`src/rtl/mem_wb_queue.sv`:
```
// mem_wb_queue: elastic in-order MEM/WB queue.
// Decouples variable-latency memory from a stalled write-back.
module mem_wb_queue #(
  parameter int DATA_W = 32,
  parameter int DEST_W = 4,
  parameter int DEPTH  = 2,
  localparam int PW = $clog2(DEPTH),
  localparam int CW = $clog2(DEPTH + 1)
) (
  input  logic              clk,
  input  logic              rst,
  input  logic              freeze,
  input  logic              flush,
  input  logic              in_valid,
  output logic              in_ready,
  input  logic              WB_en_in,
  input  logic              MEM_R_en_in,
  input  logic [DATA_W-1:0] ALU_result_in,
  input  logic [DATA_W-1:0] Mem_read_value_in,
  input  logic [DEST_W-1:0] Dest_in,
  output logic              out_valid,
  input  logic              out_ready,
  output logic              WB_en,
  output logic              MEM_R_en,
  output logic [DATA_W-1:0] address,
  output logic [DATA_W-1:0] MEM_result,
  output logic [DEST_W-1:0] Dest,
  output logic [CW-1:0]     count
);

  typedef struct packed {
    logic              wb;
    logic              mr;
    logic [DATA_W-1:0] alu;
    logic [DATA_W-1:0] mem;
    logic [DEST_W-1:0] dest;
  } ent_t;

  ent_t          stor [DEPTH];
  ent_t          din;
  ent_t          head;
  logic [PW-1:0] wr_ptr;
  logic [PW-1:0] rd_ptr;
  logic          full;
  logic          empty;
  logic          push;
  logic          pop;

  // handshake derived from registered state and freeze/flush only
  always_comb begin
    full      = (count == CW'(DEPTH));
    empty     = (count == '0);
    in_ready  = !full && !freeze && !flush;
    out_valid = !empty && !freeze && !flush;
    push      = in_valid && in_ready;
    pop       = out_valid && out_ready;
    din.wb    = WB_en_in;
    din.mr    = MEM_R_en_in;
    din.alu   = ALU_result_in;
    din.mem   = Mem_read_value_in;
    din.dest  = Dest_in;
  end

  // head presentation; control bits gated so no stray write-back
  always_comb begin
    head       = stor[rd_ptr];
    WB_en      = head.wb && out_valid;
    MEM_R_en   = head.mr && out_valid;
    address    = head.alu;
    MEM_result = head.mem;
    Dest       = head.dest;
  end

  // entry storage; contents left stale on flush
  always_ff @(posedge clk or negedge rst) begin
    if (!rst) begin
      for (int i = 0; i < DEPTH; i++) stor[i] <= '0;
    end else if (push) begin
      stor[wr_ptr] <= din;
    end
  end

  // pointers and occupancy
  always_ff @(posedge clk or negedge rst) begin
    if (!rst) begin
      wr_ptr <= '0;
      rd_ptr <= '0;
      count  <= '0;
    end else if (flush) begin
      wr_ptr <= '0;
      rd_ptr <= '0;
      count  <= '0;
    end else begin
      if (push) wr_ptr <= wr_ptr + PW'(1);
      if (pop)  rd_ptr <= rd_ptr + PW'(1);
      if (push && !pop)      count <= count + CW'(1);
      else if (pop && !push) count <= count - CW'(1);
    end
  end

endmodule

```
`config.mk`:
```
export PLATFORM = sky130hd
export DESIGN_NAME = mem_wb_queue
export DESIGN_NICKNAME = d
export VERILOG_FILES = /design/src/rtl/mem_wb_queue.sv
export SDC_FILE = /design/constraint.sdc
export NUM_CORES = 1
export LEC_CHECK = 0
export BUFFER_PORTS_ARGS = -buffer_cell sky130_fd_sc_hd__buf_2
export CORE_UTILIZATION = 29
export CTS_CLUSTER_DIAMETER = 60
export DETAILED_ROUTE_END_ITERATION = 12
export PLACE_DENSITY = 0.54
export SKIP_LAST_GASP = 1
export SLEW_MARGIN = 20
export SYNTH_ARGS = -nofsm -noshare
export SYNTH_HDL_FRONTEND = slang
export SYNTH_SLANG_ARGS = --single-unit
```
`constraint.sdc`:
```
create_clock -name clk -period 2.4 [get_ports clk]
set_input_delay 0.24 -clock clk [delete_from_list [all_inputs] [get_ports clk]]
set_output_delay 0.24 -clock clk [all_outputs]
set_load 0.05 [all_outputs]
```
==> results.md <==
* Buffers on Ports at around 150
* Reg2reg end: stor[93]
* Post-synthesis sequential area ratio at 0.544
* WL per Instance at ~16 um
* R2R Setup Slk at 450 ps
* Clock network power share at 0.324
* Worst Setup End Kind: output port
* Final period util at 0.863
* Library cells used by synthesis at 24
* Pint at between 0.005 and 0.006 W
* Avg Inst Size Synth at approximately 16 um2
* Mapped Nets at between 400 and 500
* Sequential share of power at 0.379
* Critical path capture point: MEM_result[15]
* Post-synthesis mux area share at 0.397
* Arrival time worst endpoint at roughly 1800 ps
* Clock Sinks at approximately 140
* Critical path origin: rd_ptr
* GRT Residual Overflow at 0
* Number of global-route vias before repair at approximately 4300
* Die Height at approximately 150 um
* Worst EP required at between 2000 and 2500 ps
* CP Max Fanout at between 70 and 80
* H-tree levels at 4
* Worst-Skew Late Latency at 410 ps
* Initial antenna violation count at 0
* Area of the multi-input gates at around 2800 um2
* Fin. Hold Viols at 0
* P&R area growth vs syn at 24.9%
* Rows at 54
* Switching portion of total power at 0.328
* Sw power at 0.00289 W
* Worst-margin pin slew at between 700 and 800 ps
* Final #Nets at around 630
* FF+latch count, synth at between 100 and 150
* Clock Root Buffer: clkbuf_16
* GRT Util Overall at 0.126
* Outcome: complete, no violations
* Seq. cell area at 3610 um2
* IO Count at 150
* Fill count at approximately 2100
* Post-synthesis cell count at roughly 410
* Initial Util at 0.300
* CTS tree: yes
* Core ar. at around 22000 um2
* YS warnings at 0
* Ant. Diodes at 0
* Post-Syn Area at 6630 um2
* Post-cts sizing count at 0
* Final core utilization at 0.375
* Min-delay src: flush
* RSZ-0062 raised after global routing: no
* CTS Buffer Depth at 2
* Achievable frequency at between 400 and 500 MHz
* Post-route ant nets at 0
* Setup violations, final at 0
* Min cycle time layout at between 2000 and 2500 ps
* Leakage power at between 4 and 5 nW
* Vias per Instance at 4.52
* Worst r2r path cells at 4
* RePlAce Congestion at between 0.6 and 0.7
* Adder-cell share of the synthesized area at 0
* Vias at 3843
* Simple-gate portion of the synthesized area at 0.0140
* Largest family of logic cells by synthesized area: multiplexers
* CP Launch Type: flop
* Global-route wire length before repair at about 23 mm
* Die ar. at about 23000 um2
* Total power at 0.00880 W
* Hpwl dp at 8.81 mm
* WL final at roughly 14 mm
* Chip Width at between 150 and 200 um
* Iter 0 DRT Violations at ~110
* Reg2reg start: count[1]
* Final Slew Violations at 0
* Post-placement cell count at approximately 820
* Comb power frac at 0.297
* Worst IR drop on VDD at ~430 uV
* HP Class: in -> reg
* DRC viols at 0
* Post-synthesis xor/xnor area fraction at 0.00132
* TritonCTS Buffers at 17
* Share of cells above drive strength 1 at 0.701
* Pin count of the biggest net entering global routing at slightly below 80
* Slew HR at 0.510
* Drt pass-1 iters at 4
* Final Non-Filler Cells at roughly 850
* Compound-Gate Fraction of Synth Area at 0.00812
* WS Path Type: reg -> out
* Pwr dens at roughly 1100 nW/um2
* Setup_tns at 0 ps
* Layout Skew at 7.56 ps
* Max Cap Viol at 0
* Clock slew at reported path FFs at 60 ps
[worst max-delay path: stages, from the launching register on]
cell and delay (ps):
dfrtp_4 410, buf_12 370, mux2_2 400, buf_2 210
[cell usage in the layout, fill, tap and decap left out, drive strengths merged]
cell and count:
buf 156, inv 7, o21ai 2, nor4bb 1, clkbuf 19, or4b 1, clkinvlp 1, or2b 1
clkinv 5, nor3 1, xnor2 1, or3 1, and4b 1, nor2 5, o311ai 2, dlygate4sd3 1
nand2 2, o32ai 1, nor2b 1, a21oi 2, dfrtp 144, o31ai 1, bufinv 4, mux2 208
mux2i 3
[worst min path at each step]
stage,endpoint,slack [ps],cells after the start
floorplan,count[0],-60,0
global placement,stor[114],320,1
detailed placement,stor[44],330,1
CTS,count[0],10,2
global route,count[0],30,2
finish,count[0],50,2
[power by group through the flow]
| stage | Combinational [W] | Sequential, W | Clock (W) |
|---|---|---|---|
| 3_5_place_dp | 0.00264 | 0.00337 | 0 |
| 6_report | 0.00261 | 0.00333 | 0.00285 |
| 5_1_grt | 0.00277 | 0.00342 | 0.00306 |
| 4_1_cts | 0.00265 | 0.00333 | 0.00296 |
| 3_3_place_gp | 0.00260 | 0.00333 | 0 |
| 2_1_floorplan | 0.00216 | 0.00327 | 0 |
[timing repair]
action | in CTS | in global routing
hold buffers | 1 | 0
endpoints found under the hold margin | 75 | 0
setup endpoints to repair | 0 | 0
setup buffers | 0 | 0
[metrics by stage]
stage / hold WS [ps] / setup slack, ps / area (um2)
after floorplan: -55.6 / 265 / 6630
after global placement: 316 / 504 / 7630
after detailed placement: 330 / 464 / 7630
after CTS: 9.76 / 240 / 8280
after global routing: 29.9 / 136 / 8280
final: 47.0 / 329 / 8280
[per-layer routing]
layer  global-route usage  vias up  routed length (um)
met2                0.209       99                6760
met1                0.155     1969                6220
met3               0.0456        6                 785
met4               0.0327        0                  93
li1                     -     1769                   -
met5                    0        -                   0
[kinds of logic (layout without fill, tap and decap cells)]
logic type      after synthesis  after routing
mux                         211            211
buf+inv                      28            193
simple gates                 14             14
flops                       144            144
compound gates                8              8
xor+xnor                      1              1
[cells in the mapped netlist]
library cell,number,area [um2]
dfrtp_1,144,3600
mux2_2,139,1570
mux2_4,69,1040
clkbuf_1,9,33.8
buf_12,7,140
buf_2,7,35.0
nor2_1,5,18.8
inv_1,4,15.0
mux2i_1,3,30.0
a21oi_1,2,10.0
nand2_1,2,7.51
o21ai_0,2,10.0
o311ai_0,2,17.5
and4b_1,1,10.0
buf_6,1,11.3
nor2b_4,1,13.8
nor3_1,1,5.00
nor4bb_1,1,10.0
o31ai_1,1,7.51
o32ai_1,1,8.76
or2b_1,1,7.51
or3_1,1,6.26
or4b_4,1,13.8
xnor2_1,1,8.76
[layout make-up]
type,instances,share of cell area
inverter,4,0.00181
clock inverter,13,0.0221
multi-input combinational,234,0.337
timing repair buffer,157,0.106
tap,280,0.0423
sequential,144,0.436
clock buffer,19,0.0547
[registers in the layout (all words and copies together), names as in the netlist]
name,count
rd_ptr,1
wr_ptr,1
stor,140
count,2
Power figures use the tool's default switching activity.
